### src/rtl/clk_mon_pkg.sv
// clk_edge_monitor shared types: FSM encoding and period tolerance.
package clk_mon_pkg;

  typedef enum logic [1:0] {
    ST_IDLE    = 2'd0,
    ST_MEASURE = 2'd1,
    ST_TRACK   = 2'd2,
    ST_LOCKED  = 2'd3
  } state_t;

  localparam int PERIOD_TOL = 1;

endpackage

### src/rtl/clk_mon_sync.sv
// Synchronizer for the slow input; optional glitch filter flop
// enabled by CLK_MON_GLITCH_FILTER_EN.
module clk_mon_sync #(
  parameter int SYNC_STAGES = 2
) (
  input  logic clk,
  input  logic rst,
  input  logic i_d,
  output logic o_level
);

  logic [SYNC_STAGES-1:0] r_sync;

  always_ff @(posedge clk) begin
    if (rst) r_sync <= '0;
    else     r_sync <= {r_sync[SYNC_STAGES-2:0], i_d};
  end

`ifdef CLK_MON_GLITCH_FILTER_EN
  logic r_filt;

  // accept a level only once the last two stages agree
  always_ff @(posedge clk) begin
    if (rst)
      r_filt <= 1'b0;
    else if (r_sync[SYNC_STAGES-1] == r_sync[SYNC_STAGES-2])
      r_filt <= r_sync[SYNC_STAGES-1];
  end

  assign o_level = r_filt;
`else
  assign o_level = r_sync[SYNC_STAGES-1];
`endif

endmodule

### src/rtl/clk_edge_monitor.sv
// Slow clock/strobe to fast-domain enables, period measure, lock, loss.
// Glitch filter selectable with CLK_MON_GLITCH_FILTER_EN.
module clk_edge_monitor
  import clk_mon_pkg::*;
#(
  parameter int SYNC_STAGES = 2,
  parameter int CNT_W       = 8,
  parameter int LOCK_CNT    = 4,
  parameter int TIMEOUT     = 255
) (
  input  logic             clk,
  input  logic             rst,
  input  logic             slow_in,
  output logic             rise_pulse,
  output logic             fall_pulse,
  output logic [CNT_W-1:0] period,
  output logic             locked,
  output logic             lost
);

  localparam logic [CNT_W-1:0] TMO  = CNT_W'(TIMEOUT);
  localparam logic [CNT_W-1:0] TOL  = CNT_W'(PERIOD_TOL);
  localparam logic [3:0]       LOCK = 4'(LOCK_CNT);

  logic             w_level;
  logic             w_rise;
  logic             w_fall;
  logic [CNT_W-1:0] w_meas;
  logic [CNT_W-1:0] w_diff;
  logic             w_in_tol;
  logic [CNT_W-1:0] w_cnt_nxt;
  logic [CNT_W-1:0] w_period_nxt;
  logic [3:0]       w_match_nxt;
  logic             w_lost_nxt;
  state_t           w_state_nxt;

  logic             r_lvl;
  logic             r_rise;
  logic             r_fall;
  logic [CNT_W-1:0] r_cnt;
  logic [CNT_W-1:0] r_period;
  logic [3:0]       r_match;
  logic             r_lost;
  logic             r_locked;
  state_t           r_state;

  clk_mon_sync #(
    .SYNC_STAGES(SYNC_STAGES)
  ) u_sync (
    .clk    (clk),
    .rst    (rst),
    .i_d    (slow_in),
    .o_level(w_level)
  );

  assign w_rise = w_level & ~r_lvl;
  assign w_fall = ~w_level & r_lvl;

  assign w_meas = r_cnt + CNT_W'(1);
  assign w_diff = (w_meas >= r_period) ? (w_meas - r_period)
                                       : (r_period - w_meas);
  assign w_in_tol = (w_diff <= TOL);

  always_comb begin
    w_state_nxt  = r_state;
    w_match_nxt  = r_match;
    w_period_nxt = r_period;
    w_lost_nxt   = r_lost;
    w_cnt_nxt    = (r_cnt == TMO) ? r_cnt : w_meas;
    // a rise in the timeout cycle takes priority
    if (w_rise) begin
      w_cnt_nxt  = '0;
      w_lost_nxt = 1'b0;
      unique case (r_state)
        ST_IDLE: w_state_nxt = ST_MEASURE;
        ST_MEASURE: begin
          w_period_nxt = w_meas;
          w_match_nxt  = 4'd0;
          w_state_nxt  = ST_TRACK;
        end
        ST_TRACK: begin
          w_period_nxt = w_meas;
          if (w_in_tol) begin
            w_match_nxt = r_match + 4'd1;
            if (r_match + 4'd1 == LOCK)
              w_state_nxt = ST_LOCKED;
          end else begin
            w_match_nxt = 4'd0;
          end
        end
        ST_LOCKED: begin
          w_period_nxt = w_meas;
          if (!w_in_tol) begin
            w_match_nxt = 4'd0;
            w_state_nxt = ST_TRACK;
          end
        end
        default: w_state_nxt = ST_IDLE;
      endcase
    end else if (w_cnt_nxt == TMO) begin
      w_lost_nxt  = 1'b1;
      w_state_nxt = ST_IDLE;
    end
  end

  always_ff @(posedge clk) begin
    if (rst) begin
      r_state  <= ST_IDLE;
      r_lvl    <= 1'b0;
      r_rise   <= 1'b0;
      r_fall   <= 1'b0;
      r_cnt    <= '0;
      r_period <= '0;
      r_match  <= 4'd0;
      r_lost   <= 1'b0;
      r_locked <= 1'b0;
    end else begin
      r_state  <= w_state_nxt;
      r_lvl    <= w_level;
      r_rise   <= w_rise;
      r_fall   <= w_fall;
      r_cnt    <= w_cnt_nxt;
      r_period <= w_period_nxt;
      r_match  <= w_match_nxt;
      r_lost   <= w_lost_nxt;
      r_locked <= (w_state_nxt == ST_LOCKED);
    end
  end

  assign rise_pulse = r_rise;
  assign fall_pulse = r_fall;
  assign period     = r_period;
  assign locked     = r_locked;
  assign lost       = r_lost;

endmodule

### config.mk
export PLATFORM = sky130hd
export DESIGN_NAME = clk_edge_monitor
export DESIGN_NICKNAME = d
export VERILOG_FILES = /design/src/rtl/clk_mon_pkg.sv /design/src/rtl/clk_mon_sync.sv /design/src/rtl/clk_edge_monitor.sv
export SDC_FILE = /design/constraint.sdc
export NUM_CORES = 1
export LEC_CHECK = 0
export ABC_CLOCK_PERIOD_IN_PS = 3800
export BUFFER_PORTS_ARGS = -buffer_cell sky130_fd_sc_hd__buf_2
export CAP_MARGIN = 15
export CORE_ASPECT_RATIO = 1.25
export CORE_UTILIZATION = 40
export DETAILED_ROUTE_END_ITERATION = 12
export GPL_ROUTABILITY_DRIVEN = 1
export GPL_TIMING_DRIVEN = 0
export PLACE_DENSITY_LB_ADDON = 0.2
export SYNTH_ARGS = -nofsm -noshare
export SYNTH_HDL_FRONTEND = slang
export SYNTH_SLANG_ARGS = --single-unit
### constraint.sdc
create_clock -name clk -period 3.8 [get_ports clk]
set_clock_uncertainty 0.1 [all_clocks]
set_input_delay 0.57 -clock clk [delete_from_list [all_inputs] [get_ports clk]]
set_output_delay 0.57 -clock clk [all_outputs]
set_load 0.05 [all_outputs]
[Yosys cells after proc, flatten, opt, wreduce, memory -nomap -nowiden]
Cells that the tools add are included.
Operators by class
  equal/unequal tests: 8
  reductions and logical operators: 6
  order comparisons: 2
  multipliers: 0
  bitwise logic cells: 4
  div/mod/pow operators: 0
  shifts and indexed selects: 0
  add/subtract/negate cells: 4
  muxes and demuxes: 11
Operators with widths (count)
  == test 8 bit (second input constant): 2
  2-to-1 mux 8 bit: 2
  subtractor 8 bit: 2
  case mux 4 bit (3 select lines): 1
  2-to-1 mux 2 bit: 5
  adder 8 x 1 -> 8 bit (second input constant): 1
  >= comparator 8 bit: 1
  <= comparator 8 x 1 -> 1 bit (second input constant): 1
  2-to-1 mux 4 bit: 2
  case mux 2 bit (4 select lines): 1
  == test 2 bit (second input constant): 3
  adder 4 x 1 -> 4 bit (second input constant): 1
  == test 4 x 3 -> 1 bit (second input constant): 1
  AND reduction 3 bit: 1
  nonzero test 3 bit: 1
  OR reduction 3 bit: 1
  AND 1 bit: 2
  == test 2 x 1 -> 1 bit (second input constant): 1
  logical NOT 2 bit: 1
  != test 2 bit (second input constant): 1
  NOT 1 bit: 2
  AND reduction 2 bit: 1
  OR reduction 2 bit: 1
Word-level totals
  bits of input ports: 3
  output and inout port bits: 12
  RAM bits: 0
  register bits: 29
  latch bits: 0
  bits in read-only memories: 0
  word-level logic and storage cells: 45
  memories kept: 0

[Depth between registers and ports, before layout]
  word-level depth: 8
  depth in mapped cells: 15
  mapped depth without buffers: 13

[Hierarchy]
Synthesis repeated with hierarchy kept, for this count alone.
Second synthesis, totals
  cell total of the unflattened synthesis: 229
  area total of the unflattened synthesis: 1883.1 µm²
Modules (own cells, without submodules)
  clk_edge_monitor: cells an instance 225, sequential area each 540.5 µm², instances 1, area each 1830.5 µm²
  clk_mon_sync: cells an instance 4, sequential area each 40.0 µm², instances 1, area each 52.6 µm²

[Worst setup path before layout]
OpenSTA, ideal clock, no wires.
  path kind: register -> register
  from: register r_cnt[0]
  to: register r_match[1]
  clock period less this slack: 3.166 ns
  data required time: 3.626 ns
  cell stages (with the launch flop): 16
  library setup time: 0.074 ns
  setup slack: 0.634 ns
  arrival: 2.992 ns
  path buffers: 3
  cell sequence: dfxtp_1 -> buf_2 -> nand2_1 -> or3_1 -> and2_1 -> clkbuf_1 -> inv_1 -> ha_1 -> buf_6 -> inv_1 -> o21ai_0 -> o21a_1 -> or3_4 -> a2111oi_4 -> o211ai_1 -> a31oi_1
On the way
  cells in the longest elaborated chain, start to end: 6
  elaborated cells on any way between the ends: 10
  classes of those cells: add/sub (3); order compare (2); eq/ne (1); mux (3); reduce/logical (1)
Ends and longest elaborated chain
  start, declared: line clk_edge_monitor.sv:40  | logic [CNT_W-1:0] r_cnt;
  start signal, assigned: line clk_edge_monitor.sv:122  | r_cnt <= w_cnt_nxt;
  adder 8 x 1 -> 8 bit (*): line clk_edge_monitor.sv:59  | assign w_meas = r_cnt + CNT_W'(1);
  net w_meas[5]: line clk_edge_monitor.sv:28  | logic [CNT_W-1:0] w_meas;
  subtractor 8 bit, or another cell as far along: line clk_edge_monitor.sv:61  | : (r_period - w_meas);
  2-to-1 mux 8 bit (*): line clk_edge_monitor.sv:60  | assign w_diff = (w_meas >= r_period) ? (w_meas - r_period)
  <= comparator 8 x 1 -> 1 bit (*): line clk_edge_monitor.sv:62  | assign w_in_tol = (w_diff <= TOL);
  2-to-1 mux 4 bit / != test 2 bit (equally long branches)
  case mux 4 bit (3 select lines) / AND reduction 3 bit (equally long branches)
  end signal, assigned: line clk_edge_monitor.sv:124  | r_match <= w_match_nxt;
  end, declared: line clk_edge_monitor.sv:42  | logic [3:0] r_match;
The timed path passes the listed nets; every way through them passes the cells marked *.
A chain may end at the register's enable or synchronous reset.

[Worst setup path in the final report]
  from: register r_cnt[1]
  to: register r_match[1]
Same word-level chain as after synthesis.

==> results.sh <==
export IMPL_status="completed"
export IMPL_critPathLaunchType="register"
export IMPL_p_clk_share_pct=39.1
export IMPL_ant_nets=0
export IMPL_yosysSeqAreaShare_pct=29.3
export IMPL_synth_edff_count=0
export IMPL_slew_headroom_pct=67.6
export IMPL_drt_iter0_drc=120
export IMPL_synth_area_sq_um=1980
export IMPL_grt_max_degree=11
export IMPL_cts_sinks=29
export IMPL_hold_class="reg2reg"
export IMPL_drcViolationCount=0
export IMPL_synth_simple_area_share_pct=20.1
export IMPL_insertion_delay_ps=280
export IMPL_synth_top_family_by_area="compound AO/OA/AOI/OAI gates"
export IMPL_grt_pass1_vias=1552
export IMPL_clockBufferDepth=2
export IMPL_drive_gt1_share_pct=12.0
export IMPL_syn2layout_area_growth_pct=13.8
export IMPL_synth_top_area_cell="dfxtp_1"
export IMPL_die_h_microns=80.7
export IMPL_hold_buffers=0
export IMPL_yosys_most_used_dff="dfxtp_1"
export IMPL_min_period_ps=3450
export IMPL_critPathKind="reg2reg"
export IMPL_avgSynthCellArea_sq_um=8.09
export IMPL_fp_row_count=28
export IMPL_viasPerCell=5.22
export IMPL_setup_viol=0
export IMPL_dr_pass1_iters=4
export IMPL_rsz0062_at_grt="no"
export IMPL_ys_ff_latch=29
export IMPL_synth_cell_types=49
export IMPL_power_share_sequential_pct=39.0
export IMPL_routed_wirelength_mm=4.21
export IMPL_cts_clk_slew_worst_paths_ps=60
export IMPL_die_x_microns=65.0
export IMPL_n_antenna_cell=0
export IMPL_synth_compound_area_share_pct=25.1
export IMPL_end_kind="register"
export IMPL_wl_per_cell_microns=12.9
export IMPL_whs_ps=344
export IMPL_synth_xor_area_share_pct=3.53
export IMPL_p_int_w=0.000602
export IMPL_max_cap_viol_count=0
export IMPL_irDropWorstVdd_mv=0.309
export IMPL_fmax_mhz=290
export IMPL_synth_area_leaders="dfxtp_1 (29%), ha_1 (11%), a21oi_1 (5.8%)"
export IMPL_dpl_hpwl_mm=3.31
export IMPL_yosys_area_share_adder_pct=12.7
export IMPL_finalWeightedCongestion=0.849
export IMPL_h_tree_depth=2
export IMPL_cts_root_buffer="clkbuf_8"
export IMPL_synth_cells=245
export IMPL_cts_buffers=5
export IMPL_post_route_period_util_pct=90.7
export IMPL_crit_arrival_ps=3560
export IMPL_grt_usage_pct=18.5
export IMPL_pwr_density_cell_nw_per_um2=374
export IMPL_hold_violations=0
export IMPL_finalNetCount=288
export IMPL_synthMuxAreaShare_pct=1.58
export IMPL_finalPower_w=0.000844
export IMPL_yosysTopAreaCellShare_pct=29.3
export IMPL_cts_tree="built"
export IMPL_tightest_slew_ps=486
export IMPL_synth_async_reset_ratio_pct=0
export IMPL_slew_viol_final=0
export IMPL_cp_max_fo=10
export IMPL_grt_remaining_overflow=0
export IMPL_io_pin_count=15
export IMPL_switchingPower_w=0.000242
export IMPL_syn_nets=267
export IMPL_dr_total_vias=1708
export IMPL_io_buffers=14
export IMPL_synth_warnings=0
export IMPL_fin_setup_tns_ps=0
export IMPL_initial_core_util_pct=41.6
export IMPL_worst_ep_required_time_ps=3910
export IMPL_core_sq_um=4760
export IMPL_grt_pass1_wl_mm=7.29
export IMPL_die_area_sq_um=5250
export IMPL_comb_power_share_pct=21.9
export IMPL_antenna_found_initial=0
export IMPL_p_leak_nw=0.901
export IMPL_netSwitchingFraction_pct=28.6
[metal layers]
layer	wire length, microns	share of wire, %	GRT usage (%)
met1	1980	47	22.7
met2	2020	48	30.7
met3	113	2.7	3.55
met4	97	2.3	8.67
met5	0	0	0
[kinds of logic after synthesis]
group,count (synthesis)
simple gates,77
fa+ha+maj,19
buf+inv,36
mux,3
compound gates,73
xor+xnor,8
flops,29
[path summary, 6_finish.rpt]
kind	from	to	slack, ps	cells after the start
hold / removal	lost$_SDFFE_PP0P_	lost$_SDFFE_PP0P_	340	2
hold reg to reg	lost$_SDFFE_PP0P_	lost$_SDFFE_PP0P_	340	2
setup / recovery	r_cnt[1]$_SDFF_PP0_	r_match[1]$_SDFFE_PP0P_	350	14
setup reg to reg	r_cnt[1]$_SDFF_PP0_	r_match[1]$_SDFFE_PP0P_	350	14
[critical path, cell delays in order, from the launching register on]
cell       delay, ps
dfxtp_1          430
ha_1             310
nand3_1          120
xor2_1           350
inv_1             80
ha_1             300
buf_2            180
nand3_1          120
a21oi_1           50
o21a_1           200
or3_4            340
a2111oi_4        330
buf_4            200
o211ai_1         100
a31oi_1          170
[registers in the layout, indices dropped and copies added (netlist names)]
| signal | count |
|---|---|
| period | 8 |
| r_cnt | 8 |
| r_match | 4 |
| r_state | 2 |
| u_sync.r_sync | 2 |
| fall_pulse | 1 |
| locked | 1 |
| lost | 1 |
| r_lvl | 1 |
| rise_pulse | 1 |
[cell usage after synthesis, types with 2 or more instances]
cell	instances
dfxtp_1	29
inv_1	24
a21oi_1	23
nor2_1	21
ha_1	17
nand2_1	14
o21ai_0	12
clkbuf_1	8
nand2b_1	8
nand3_1	8
a211oi_1	7
nor2b_1	5
nor3_1	5
xor2_1	5
and2_1	4
a31oi_1	3
nand3b_1	3
o22ai_1	3
xnor2_1	3
a211o_1	2
a21o_1	2
a221oi_1	2
buf_2	2
buf_6	2
fa_1	2
mux2i_1	2
nand4_1	2
nor3b_1	2
o211ai_1	2
o21a_1	2
o21ai_1	2
o31a_1	2
[stage by stage]
step / utilization, % / instance area, sq um / cells / setup WS, ps
2_1_floorplan: - / 1980 / 245 / 634
3_5_place_dp: 44.7 / 2130 / 319 / 248
3_3_place_gp: 44.7 / 2130 / 319 / 249
5_1_grt: 47.3 / 2260 / 327 / 89.1
4_1_cts: 47.1 / 2240 / 327 / 247
6_report: 47.3 / 2260 / 327 / 352
[power by group through the flow]
| stage | registers [W] | logic (W) | clock network [W] |
|---|---|---|---|
| finish | 0.000329 | 0.000185 | 0.000330 |
| global route | 0.000330 | 0.000208 | 0.000355 |
| CTS | 0.000329 | 0.000185 | 0.000338 |
| detailed placement | 0.000336 | 0.000184 | 0 |
| global placement | 0.000335 | 0.000184 | 0 |
| floorplan | 0.000347 | 0.000135 | 0 |
[final cells by class]
cell class | count | area, sq um
flip-flops and latches | 29 | 581
repair buffers | 15 | 77.6
inverters | 24 | 90.1
fillers | 499 | 2510
plain buffers | 11 | 58.8
well taps | 60 | 75.1
clock buffers | 7 | 86.3
multi-input cells | 180 | 1260
clock inverters | 1 | 30.0
[placed cells by master (no fill, tap or decap), types with 8 or more instances in the layout]
cell / netlist / routed
a21oi_1: 23 / 23
nand2_1: 14 / 14
nand3_1: 8 / 8
nand2b_1: 8 / 8
nor2_1: 21 / 21
inv_1: 24 / 24
ha_1: 17 / 17
o21ai_0: 12 / 12
buf_2: 2 / 16
dfxtp_1: 29 / 29
clkbuf_1: 8 / 8
[timing repair]
item / 4_1_cts / 5_1_grt
resized for setup: 0 / 1
setup endpoints to repair: 0 / 6
setup buffers: 0 / 1
No activity file was read; power rests on OpenSTA's default activity.
